--- src/rtl/wb_arbiter.sv ---
// wb_arbiter: two-requester writeback arbiter with a register scoreboard.
// Requester A is the ALU writeback path and requester B is the load/multicycle
// unit. A granted request is written to the register bank one cycle later.
// The Busy scoreboard tracks registers that have a write outstanding.
//
// Configuration macro: WB_ROUND_ROBIN_EN
//   undefined - fixed priority, A wins every contention (B may starve)
//   defined   - a 1-bit round-robin pointer alternates the preferred requester
module wb_arbiter (
    input  logic        Clock,
    input  logic        Reset,
    input  logic        ReqA_Valid,
    input  logic [4:0]  ReqA_Rg,
    input  logic [31:0] ReqA_Data,
    output logic        ReqA_Ready,
    input  logic        ReqB_Valid,
    input  logic [4:0]  ReqB_Rg,
    input  logic [31:0] ReqB_Data,
    output logic        ReqB_Ready,
    input  logic        MarkValid,
    input  logic [4:0]  MarkRg,
    output logic        RegWrite,
    output logic [4:0]  WriteRg,
    output logic [31:0] WriteData,
    output logic [31:0] Busy
);

`ifdef WB_ROUND_ROBIN_EN
    typedef enum logic {
        PREF_A = 1'b0,
        PREF_B = 1'b1
    } pref_e;

    pref_e       ptr_q;
`endif

    logic        grant_a_s;
    logic        grant_b_s;
    logic        grant_s;
    logic [4:0]  grant_rg_s;
    logic [31:0] grant_data_s;

    logic [31:0] clr_mask_s;
    logic [31:0] set_mask_s;

    logic        regwrite_d;
    logic        regwrite_q;
    logic [4:0]  writerg_d;
    logic [4:0]  writerg_q;
    logic [31:0] writedata_d;
    logic [31:0] writedata_q;
    logic [31:0] busy_d;
    logic [31:0] busy_q;

    // Arbitration: at most one grant per cycle, none while Reset is high.
    always_comb begin
        grant_a_s = 1'b0;
        grant_b_s = 1'b0;
        if (Reset) begin
            grant_a_s = 1'b0;
            grant_b_s = 1'b0;
        end else if (ReqA_Valid && ReqB_Valid) begin
`ifdef WB_ROUND_ROBIN_EN
            if (ptr_q == PREF_B) begin
                grant_b_s = 1'b1;
            end else begin
                grant_a_s = 1'b1;
            end
`else
            grant_a_s = 1'b1;
`endif
        end else begin
            grant_a_s = ReqA_Valid;
            grant_b_s = ReqB_Valid;
        end
    end

    assign ReqA_Ready   = grant_a_s;
    assign ReqB_Ready   = grant_b_s;
    assign grant_s      = grant_a_s | grant_b_s;
    assign grant_rg_s   = grant_b_s ? ReqB_Rg   : ReqA_Rg;
    assign grant_data_s = grant_b_s ? ReqB_Data : ReqA_Data;

    // Next-state for the write port and the scoreboard; a mark beats a clear.
    always_comb begin
        clr_mask_s  = 32'd0;
        set_mask_s  = 32'd0;
        regwrite_d  = 1'b0;
        writerg_d   = writerg_q;
        writedata_d = writedata_q;
        busy_d      = busy_q;

        if (grant_s && (grant_rg_s != 5'd0)) begin
            clr_mask_s = 32'd1 << grant_rg_s;
        end else begin
            clr_mask_s = 32'd0;
        end

        if (MarkValid && (MarkRg != 5'd0)) begin
            set_mask_s = 32'd1 << MarkRg;
        end else begin
            set_mask_s = 32'd0;
        end

        if (grant_s) begin
            // Register 0 is accepted but never written.
            regwrite_d  = (grant_rg_s != 5'd0);
            writerg_d   = grant_rg_s;
            writedata_d = grant_data_s;
        end else begin
            regwrite_d  = 1'b0;
            writerg_d   = writerg_q;
            writedata_d = writedata_q;
        end

        busy_d = ((busy_q & ~clr_mask_s) | set_mask_s) & 32'hFFFF_FFFE;
    end

    // State registers: write port, scoreboard and (optionally) the RR pointer.
    always_ff @(posedge Clock) begin
        if (Reset) begin
            regwrite_q  <= 1'b0;
            writerg_q   <= 5'd0;
            writedata_q <= 32'd0;
            busy_q      <= 32'd0;
`ifdef WB_ROUND_ROBIN_EN
            ptr_q       <= PREF_A;
`endif
        end else begin
            regwrite_q  <= regwrite_d;
            writerg_q   <= writerg_d;
            writedata_q <= writedata_d;
            busy_q      <= busy_d;
`ifdef WB_ROUND_ROBIN_EN
            // After any grant the other requester becomes preferred.
            case ({grant_a_s, grant_b_s})
                2'b10:   ptr_q <= PREF_B;
                2'b01:   ptr_q <= PREF_A;
                default: ptr_q <= ptr_q;
            endcase
`endif
        end
    end

    assign RegWrite  = regwrite_q;
    assign WriteRg   = writerg_q;
    assign WriteData = writedata_q;
    assign Busy      = busy_q;

endmodule

--- config.mk ---
export PLATFORM = sky130hd
export DESIGN_NAME = wb_arbiter
export DESIGN_NICKNAME = d
export VERILOG_FILES = /design/src/rtl/wb_arbiter.sv
export SDC_FILE = /design/constraint.sdc
export NUM_CORES = 1
export LEC_CHECK = 0
export BUFFER_PORTS_ARGS = -buffer_cell sky130_fd_sc_hd__buf_2
export CORE_MARGIN = 3
export CORE_UTILIZATION = 52
export CTS_BUF_LIST = sky130_fd_sc_hd__clkbuf_4 sky130_fd_sc_hd__clkbuf_8
export DETAILED_ROUTE_END_ITERATION = 10
export HOLD_SLACK_MARGIN = 0.08
export PLACE_DENSITY_LB_ADDON = 0.1
export SYNTH_ARGS = -nofsm -noshare
export SYNTH_HDL_FRONTEND = slang
export SYNTH_SLANG_ARGS = --single-unit
export TNS_END_PERCENT = 20
--- constraint.sdc ---
create_clock -name Clock -period 3.93 [get_ports Clock]
set_clock_uncertainty 0.2 [all_clocks]
set_input_delay 0.5895 -clock Clock [delete_from_list [all_inputs] [get_ports Clock]]
set_output_delay 0.5895 -clock Clock [all_outputs]
set_load 0.05 [all_outputs]
# --- After elaboration in Yosys (flattened, before gate mapping) ---
# Cells that the tools add are included.
totals:
  regBits: 70
  inputBits: 84
  output_inout_bits: 72
op_classes:
  shifts: 2
  n_mux: 8
  bitwise: 5
  reduce_logical: 6
op_table:
  columns: ["op", "n"]
  rows:
  - ["$mux 32", 3]
  - ["$shl 1x5->32 const A", 2]
  - ["$and 32x32->32", 1]
  - ["$not 32->32", 1]
  - ["$or 32x32->32", 1]
  - ["$reduce_bool 5->1", 2]
  - ["$mux 5", 1]
  - ["$mux 1", 4]
  - ["$logic_and 1x1->1", 3]
  - ["$reduce_or 2->1", 1]
  - ["$not 1->1", 1]
  - ["$or 1x1->1", 1]

# --- Longest topological paths before layout ---
# Gate-level depths: netlist of run 1.
logic_depth:
  word_depth: 10
  depth_mapped: 7
  mapped_depth_nobuf: 4

# --- Worst setup path before layout of run 1 ---
# No wires, ideal clock.
synth_timing:
  kind: "input to output"
  startpoint: "input ReqA_Valid"
  endpoint: "output ReqA_Ready"
  t_arrival_ns: 1.879
  slack_ns: 1.261
  path_stages: 3
  n_path_buf: 2
  cell_sequence: "clkbuf_1 -> clkbuf_1 -> nor2b_1"
synth_between:
  elab_chain_len: 3
synth_lines:
  columns: ["element", "line_no", "text"]
  rows:
  - ["from (decl)", "12", "input logic ReqA_Valid,"]
  - ["$logic_and 1x1->1", "62", "end else if (ReqA_Valid && ReqB_Valid) begin"]
  - ["$mux 1 *", "62", null]
  - ["$mux 1 *", "59", "if (Reset) begin"]
  - ["to (decl)", "15", "output logic ReqA_Ready,"]
# Every way passes the cells marked *; elsewhere a longest branch is shown, timed or not.

# --- Worst setup path after layout of run 1 ---
layout_timing:
  startpoint: "input Reset"
  endpoint: "output ReqA_Ready"
layout_between:
  elab_chain_len: 1
layout_lines:
  columns: ["element", "line_no", "text"]
  rows:
  - ["from (decl)", "11", "input logic Reset,"]
  - ["$mux 1", "59", null]
# No other way between the ends.

==> run metrics, run 1 <==
status=finished clean; yosys warns=0; first-pass GRT wire length=14.31 mm; later-pin clock latency in the skew report=330 ps; fmax=0.4033 GHz; Placer Congestion=~0.9; Num Clock Sinks=69; Post-synth EDFFs=0; CP Data Arrival Time=1690 ps; drt total wl=9.201 mm; Least-Margin Pin Slew=1049 ps; DR pass1 iterations=5; Layout area overhead=29.79%; DR vias/cell=5.469; I/O Buffers=154; RSZ-0062 raised after global routing=false; crit path max fanout=27; hold slack=around 280 ps; post-route ant nets=0; Max-slew headroom=between 20% and 30%; post-synthesis mux area share=14.69%; die area=0.007419 sq mm; final hold vios=0; synthesized netlist cell count=405; DRC viols=0; largest net degree at the start of global routing=47; Synth Cell Area=0.003339 sq mm; clk buf depth=2; largest area contributor in the netlist=dfxtp_1; pre-CTS setup slack=~1200 ps; Rows=28; io pins=156; Die X-Extent=between 80 and 90 um; core region area=0.006061 sq mm; Detail Placement HPWL=6.624 mm; final setup vio count=0; clk slew on worst S/H paths=70 ps; Synth Area in Compound Gates=17.61%; Yosys cell types=40; Synth top cells by count=90 x nor2_1, 69 x dfxtp_1, 42 x a21oi_1; PwrDens=431.7 mW/mm^2; Area contributors post-synth=dfxtp_1 41%, mux2i_1 12%, nor2_1 10%; WS Path Type=input port to primary output; CTS root buffer=clkbuf_8; clock buffer count from CTS=9; cts repair resizes=0; Final Critical Period=2480 ps; worst min path class=flip-flop to flip-flop; hold buffer count at cts=0; Worst setup SP type=input port; sequential share of the synthesized area=between 40% and 50%; total track usage=between 20% and 30%; antenna cell count=0; simple-gate share of the synthesized area=a little over a fifth; Die H=86.14 um; ys async rst share=0%; vias in the first global route=3,007; max-slew violation count=0; main flop type after synthesis=dfxtp_1; setup TNS=0 ps; layout cells sized above 1=34.07%; Final period util=63.10%; Setup crit end kind=primary output; DR WL/cell=14.82 um; post-synth top area share=41.36%; syn avg cell area=8.246 sq um; Vias=around 3.4k; largest family of logic cells by synthesized area=simple AND/OR/NAND/NOR gates; Crit path required time=between 3000 and 4000 ps; xor/xnor cell area share of the yosys netlist=0%; Initial Util=55.10%; initial antenna violation count=0; CTS tree=built; most frequent cell after synthesis=nor2_1; nets@finish=625; htree depth=3; Adder-Cell Fraction of Synth Area=0%; Initial DRC Count=210; Post-CTS Setup Inserts=0; post-synthesis net count=slightly below 500; max-cap check violation count=0; peak supply drop=332.4 uV; gr ovfl total=0; #FFs+latches synth=between 60 and 70; Final Worst Setup Slack=1450 ps; leakage power=2.041 nW
worst paths after layout:
check	cells past startpoint	startpoint	slack, ps	end
setup reg to reg	4	WriteData[5]$_SDFFE_PP0P_	2880	WriteData[5]$_SDFFE_PP0P_
hold / removal	2	Busy[5]$_SDFF_PP0_	280	Busy[5]$_SDFF_PP0_
setup / recovery	4	Reset	1450	ReqA_Ready
hold reg to reg	2	Busy[5]$_SDFF_PP0_	280	Busy[5]$_SDFF_PP0_
final cells by class:
class	instances	area (sq um)
Multi-Input combinational cell	300	1799
Fill cell	524	1727
Sequential cell	69	1381
Timing Repair Buffer	159	808.3
Clock buffer	13	178.9
Tap cell	75	93.84
Clock inverter	3	65.06
Inverter	2	7.507
routing by layer:
metal	vias up	share of wire, %	track usage (%)
li1	1692	-	-
met3	9	8.1	6.532
met2	146	49	41.35
met1	1549	42	30.24
met4	0	0.89	7.770
met5	-	0	0
power breakdown:
part	switching [W]	total [W]	internal [W]
clock network	0.000258	0.000684	0.000426
registers	0.0000261	0.000769	0.000743
logic	0.000293	0.000418	0.000125
state kept, by name, summed over array words and instances (netlist names):
signal / flops
WriteRg: 5
WriteData: 32
RegWrite: 1
Busy: 31
cell usage in the layout, fill, tap and decap left out, types with 6 or more instances in the layout:
cell,synthesis,routed
o21ai_1,10,10
dfxtp_1,69,69
mux2i_1,39,39
a31oi_1,16,16
nor3b_1,7,7
o31ai_1,6,6
o311ai_1,8,8
nand2b_1,6,6
a21oi_1,42,42
clkbuf_8,0,13
o21ai_0,16,16
nor2_1,90,90
nand3b_1,10,10
nand2_1,17,17
buf_2,8,154
kinds of logic after synthesis:
| group | Yosys count |
|---|---|
| AO/OA/AOI/OAI | 102 |
| buffers and inverters | 36 |
| flip-flops | 69 |
| multiplexers | 46 |
| other | 1 |
| AND/OR/NAND/NOR | 151 |
worst max-delay path: stages:
cell,delay [ps]
buf_2,420
buf_4,370
nor2b_1,80
buf_2,220
metrics by stage:
| step | std cells | area (sq um) | total power, W | utilization [%] |
|---|---|---|---|---|
| after floorplan | 405 | 3339 | 0.001083 | - |
| after global placement | 605 | 4090 | 0.001194 | 67.49 |
| after detailed placement | 605 | 4090 | 0.001201 | 67.49 |
| after CTS | 621 | 4334 | 0.001883 | 71.51 |
| after global routing | 621 | 4334 | 0.001943 | 71.51 |
| final | 621 | 4334 | 0.001871 | 71.51 |
Power figures use the tool's default switching activity.
==> run 2: changes to the inputs <==
CORE_UTILIZATION = 48   (was 52)
clock period = 2.3 ns   (was 3.93 ns; I/O delays follow)
==> run metrics, run 2 (synthesis results as in run 1) <==
status=finished clean; Initial DRC Count=193 (-8.1%); I/O Buffers=154 (unchanged); htree depth=3 (unchanged); Num Clock Sinks=69 (unchanged); DR pass1 iterations=4 (-1); Initial Util=51.13% (-4.0 points); Die H=89.41 um (+3.8%); Power, Total=0.003066 W (+64%); first-pass GRT wire length=15.85 mm (+11%); layout cells sized above 1=32.76% (-1.3 points); Worst Hold Path EP=Busy[4]$_SDFF_PP0_; commonest non-fill, non-tap cell in the layout=buf_2; DR WL/cell=15.12 um (+2.1%); Setup crit end kind=primary output; initial antenna violation count=0 (unchanged); RSZ-0062 raised after global routing=false; nets@finish=663 (+6.1%); CTS root buffer=clkbuf_8; max-cap check violation count=0 (unchanged); clock buffer count from CTS=9 (unchanged); vias in the first global route=3,320 (+10%); total track usage=25.56% (+1.1 points); setup TNS=0 ps (unchanged); later-pin clock latency in the skew report=350 ps (+20 ps); largest net degree at the start of global routing=50 (+6.4%); Vias=3,511 (+3.4%); PwrDens=657.3 mW/mm^2 (+52%); WS Path Type=input port to primary output; Post-CTS Setup Inserts=0 (unchanged); Final period util=82.48%; flip-flop count of the largest register after layout=32 (unchanged); Max-slew headroom=65.35% (+36 points); cts repair resizes=0 (unchanged); die area=0.007994 sq mm (+7.7%); post-route ant nets=0 (unchanged); CTS tree=built; crit path max fanout=34 (+26%); commonest non-fill, non-tap cells in the layout=154 x buf_2, 90 x nor2_1, 69 x dfxtp_1; Detail Placement HPWL=7.011 mm (+5.8%); RR Endpoint=WriteData[19]$_SDFFE_PP0P_; DR vias/cell=5.320 (-2.7%); R2R Setup Slk=1250 ps (-1630 ps); clk buf depth=2 (unchanged); hold buffer count at cts=32 (+32); Least-Margin Pin Slew=505.2 ps (-543.9 ps); DRC viols=0 (unchanged); io pins=156 (unchanged); drt total wl=9.980 mm (+8.5%); core region area=0.006531 sq mm (+7.8%); leakage power=2.184 nW (+7.0%); final setup vio count=0 (unchanged); Min-Delay Startpoint=MarkValid; peak supply drop=472.9 uV (+42%); hold path cells=3 (+1); Rows=29 (+3.6%); Crit path required time=1750 ps (-1390 ps); worst min path class=input port to flip-flop; Final Critical Period=1897 ps; Worst setup SP type=input port; Placer Congestion=0.8491 (-5.5%); worst r2r src=WriteData[19]$_SDFFE_PP0P_; clk slew on worst S/H paths=70 ps (about the same); R2R depth=4 (unchanged); Die X-Extent=89.41 um (+3.8%); CP Data Arrival Time=1350 ps (-340 ps); antenna cell count=0 (unchanged); fmax=about 0.53 GHz; final hold vios=0 (unchanged); Layout area overhead=39.68%; fill count=539 (+2.9%); gr ovfl total=0 (unchanged); max-slew violation count=0 (unchanged)
-- run 2: cell count changes in the layout (fill, tap and decap cells not counted), sizes merged --
cell	before	now
dlygate4sd3	0	32
buf	159	165
clkbuf	13	11
clkinv	2	4
bufinv	2	1
-- run 2: per-layer routing --
metal	part of all wire, %	vias to the layer above	track usage, %
met5	0	-	0
met4	2.2	0	8.390
met3	8.3	20	9.401
met2	48	141	44.01
met1	41	1590	29.29
li1	-	1760	-
-- run 2: metrics by stage --
step / hold WS (ps) / setup slack (ps) / cells / instance area (sq um) / util, %
CTS: 94.40 / 418.8 / 660 / 4664 / 71.42
detailed placement: 263.6 / 233.3 / 613 / 4150 / 63.54
finish: 104.8 / 403.0 / 660 / 4664 / 71.42
global route: 111.4 / 348.2 / 660 / 4664 / 71.42
floorplan: 287.7 / 120.1 / 405 / 3339 / -
global placement: 256.8 / 295.1 / 613 / 4150 / 63.54
-- run 2: worst max path at each step --
| stage | startpoint | to | slack, ps | cells after the start |
|---|---|---|---|---|
| 2_1_floorplan | ReqA_Valid | ReqA_Ready | 120 | 3 |
| 3_3_place_gp | ReqA_Valid | Busy[11]$_SDFF_PP0_ | 300 | 6 |
| 3_5_place_dp | ReqA_Valid | Busy[24]$_SDFF_PP0_ | 230 | 6 |
| 4_1_cts | ReqA_Valid | ReqA_Ready | 420 | 4 |
| 5_1_grt | ReqA_Valid | ReqA_Ready | 350 | 4 |
| 6_report | ReqA_Valid | ReqA_Ready | 400 | 4 |
-- run 2: cell type report --
type                    count  area (sq um)  share of cell area (%)
multi-input cells         300          1799                   38.57
flip-flops and latches     69          1381                   29.61
repair buffers            197          1186                   25.43
clock buffers              11         145.1                   3.112
well taps                  77         96.34                   2.065
clock inverters             4         48.80                   1.046
inverters                   2         7.507                  0.1609
-- run 2: critical path, cell delays in order --
cell and delay [ps]:
buf_2 160, buf_4 350, nor2b_1 200, buf_2 280
-- run 2: report_power, final --
group,total (W),switching [W],internal [W]
Combinational,0.000771,0.000513,0.000258
Clock,0.000980,0.000445,0.000535
Sequential,0.00131,0.0000456,0.00127
Total,0.00307,0.00100,0.00206
==> run 3: changes to the inputs <==
ABC_AREA = 1   (was default)
clock period = 1.8 ns   (was 2.3 ns; I/O delays follow)
==> run metrics, run 3 <==
DR WL/cell=13.87 um (-8.3%); total track usage=27.39% (+1.8 points); max-slew violation count=0 (unchanged); crit path max fanout=10 (-71%); Worst path slowest cell=nor3_4; met3 GRT Util=6.452% (-2.9 points); GRT Max-Usage Layer=met2; DR pass1 iterations=5 (+1); sequential share of the synthesized area=41.74% (+0.38 points); fill count=507 (-5.9%); delay-heaviest family, CP=buffers and inverters; main flop type after synthesis=dfxtp_1; final setup vio count=0 (unchanged); Placer Congestion=0.8400 (-1.1%); Clk pwr share=34.2% (+2.2 points); commonest non-fill, non-tap cells in the layout=153 x buf_2, 118 x nand2_1, 69 x dfxtp_1; DRC viols=0 (unchanged); worst min path class=input port to flip-flop; post-route cell area=0.005006 sq mm (+7.3%); fmax=0.5779 GHz; yosys warns=0 (unchanged); WS Path Type=input port to primary output; CTS tree=built; NetSw=0.001305 W (+30%); Vias=4,019 (+14%); clk buf depth=2 (unchanged); initial antenna violation count=0 (unchanged); leakage power=2.562 nW (+17%); clk slew on worst S/H paths=80 ps (about the same); Gate power share=25.2% (about the same); placed inst area=0.004330 sq mm (+4.3%); Crit path required time=1330 ps (-420 ps); layout cells sized above 1=31.60% (-1.2 points); Flop pwr share=40.6% (-2.3 points); CP Data Arrival Time=1260 ps (-90 ps); Internal Power=0.002761 W (+34%); Initial Util=50.67% (-0.46 points); final hold vios=0 (unchanged); #FFs+latches synth=69 (unchanged); post-route ant nets=0 (unchanged); RSZ-0062 raised after global routing=false; CP max stage delay=260 ps (-90 ps); Layout area overhead=51.27%; Final Critical Period=1730 ps; Num Clock Sinks=69 (unchanged); Area contributors post-synth=dfxtp_1 42%, nand2_1 13%, nand3_1 10%; largest net degree at the start of global routing=48 (-4.0%); CTS root buffer=clkbuf_8; Initial DRC Count=278 (+44%); Sw Share=32.11% (-0.65 points); vias in the first global route=3,817 (+15%); post-synthesis net count=562 (+15%); max-cap check violation count=0 (unchanged); Post-synth EDFFs=0 (unchanged); drt total wl=10.68 mm (+7.0%); CP Cell Sequence=buf_2 > buf_12 > nor3_4 > buf_6 > clkbuf_4; met2 Use GR=47.30% (+3.3 points); Die H=89.04 um (-0.42%); ys async rst share=0% (unchanged); Worst setup SP type=input port; setup TNS=0 ps (unchanged); met1 usage=33.67% (+4.4 points); Final period util=96.13%; Setup crit end kind=primary output; DR vias/cell=5.219 (-1.9%); largest area contributor in the netlist=dfxtp_1; Yosys cell types=23 (-43%); io pins=156 (unchanged); Detail Placement HPWL=7.351 mm (+4.9%); most frequent cell after synthesis=nand2_1; synthesized netlist cell count=478 (+18%); WP buf/inv=4 (+1); Synth Cell Area=0.003309 sq mm (-0.90%); I/O Buffers=154 (unchanged); post-synth top area share=41.74% (+0.38 points); htree depth=3 (unchanged); Rows=29 (unchanged); later-pin clock latency in the skew report=330 ps (-20 ps); core region area=0.006531 sq mm (unchanged); peak supply drop=456.9 uV (-3.4%); nets@finish=772 (+16%); commonest non-fill, non-tap cell in the layout=buf_2; antenna cell count=0 (unchanged); clock buffer count from CTS=9 (unchanged); first-pass GRT wire length=17.28 mm (+9.1%); status=finished clean; Synth top cells by count=118 x nand2_1, 69 x dfxtp_1, 67 x nand3_1; Die X-Extent=89.04 um (-0.42%); flip-flop count of the largest register after layout=32 (unchanged); gr ovfl total=0 (unchanged); die area=0.007927 sq mm (-0.84%); syn avg cell area=6.923 sq um (-16%); PwrDens=812.2 mW/mm^2 (+24%)
==> run 3: cell count changes after synthesis, moves of 16 or more <==
cell / previous run / this run
nand2_1: 17 / 118
o211ai_1: 0 / 36
nor2_1: 90 / 23
inv_1: 1 / 48
a31oi_1: 16 / 0
o21ai_0: 16 / 0
nand3_1: 4 / 67
mux2i_1: 39 / 0
==> run 3: kinds of logic (layout without fill, tap and decap cells) <==
group / Yosys count / in the layout / synth area share, %
AOI/OAI and AO/OA: 89 / 89 / 16.18
and+or+nand+nor: 234 / 234 / 31.68
DFF: 69 / 69 / 41.74
buffers and inverters: 85 / 300 / 10.28
other: 1 / 1 / 0.1133
==> run 3: per-layer routing <==
metal	share of wire, %	wire length, um
met2	49	5256
met5	0	0
met4	2.1	222
met1	41	4401
met3	7.5	800
==> run 3: power groups by stage <==
stage | Clock (W) | Sequential, W | Combinational (W)
floorplan | 0 | 0.00197 | 0.000334
global placement | 0 | 0.00168 | 0.000920
detailed placement | 0 | 0.00168 | 0.000937
CTS | 0.00140 | 0.00165 | 0.00101
global route | 0.00146 | 0.00166 | 0.00110
finish | 0.00139 | 0.00165 | 0.00102
==> run 3: layout make-up <==
type	count	area, sq um	area share, %
sequential	69	1381	27.59
tap	77	96.34	1.925
timing repair buffer	227	1500	29.97
clock buffer	10	131.4	2.624
clock inverter	6	87.58	1.750
multi-input combinational	324	1595	31.87
inverter	57	214.0	4.274
==> run 3: through the flow <==
stage               hold slack [ps]  util (%)  cells  worst slack (ps)  power, W
finish                        76.34     76.65    770             69.58  0.004066
global route                  89.38     76.65    770             35.85  0.004220
CTS                           80.49     76.55    770             14.69  0.004067
detailed placement            250.7     66.30    709            -73.50  0.002620
global placement              250.9     66.30    709            -25.42  0.002605
floorplan                     256.5         -    478            -145.1  0.002305
==> run 3: worst min-delay path: stages <==
cell      delay, ps
buf_2            80
nand2_1          40
nand3_1          50
o211ai_1         80
inv_1            60
==> run 3: final timing paths <==
check | from | to | slack, ps | cells after the start
worst max-delay path | Reset | ReqB_Ready | 70 | 5
worst min-delay path | ReqB_Data[0] | WriteData[0]$_SDFFE_PP0P_ | 80 | 5
worst max register to register | WriteData[10]$_SDFFE_PP0P_ | WriteData[10]$_SDFFE_PP0P_ | 940 | 2
worst min register to register | Busy[31]$_SDFF_PP0_ | Busy[31]$_SDFF_PP0_ | 260 | 2
==> run 3: timing repair <==
action | 4_1_cts | 5_1_grt
setup buffers | 0 | 0
endpoints found under the setup margin | 0 | 1
hold buffers | 45 | 0
gates resized for setup | 0 | 2
hold endpoints to repair | 28 | 0
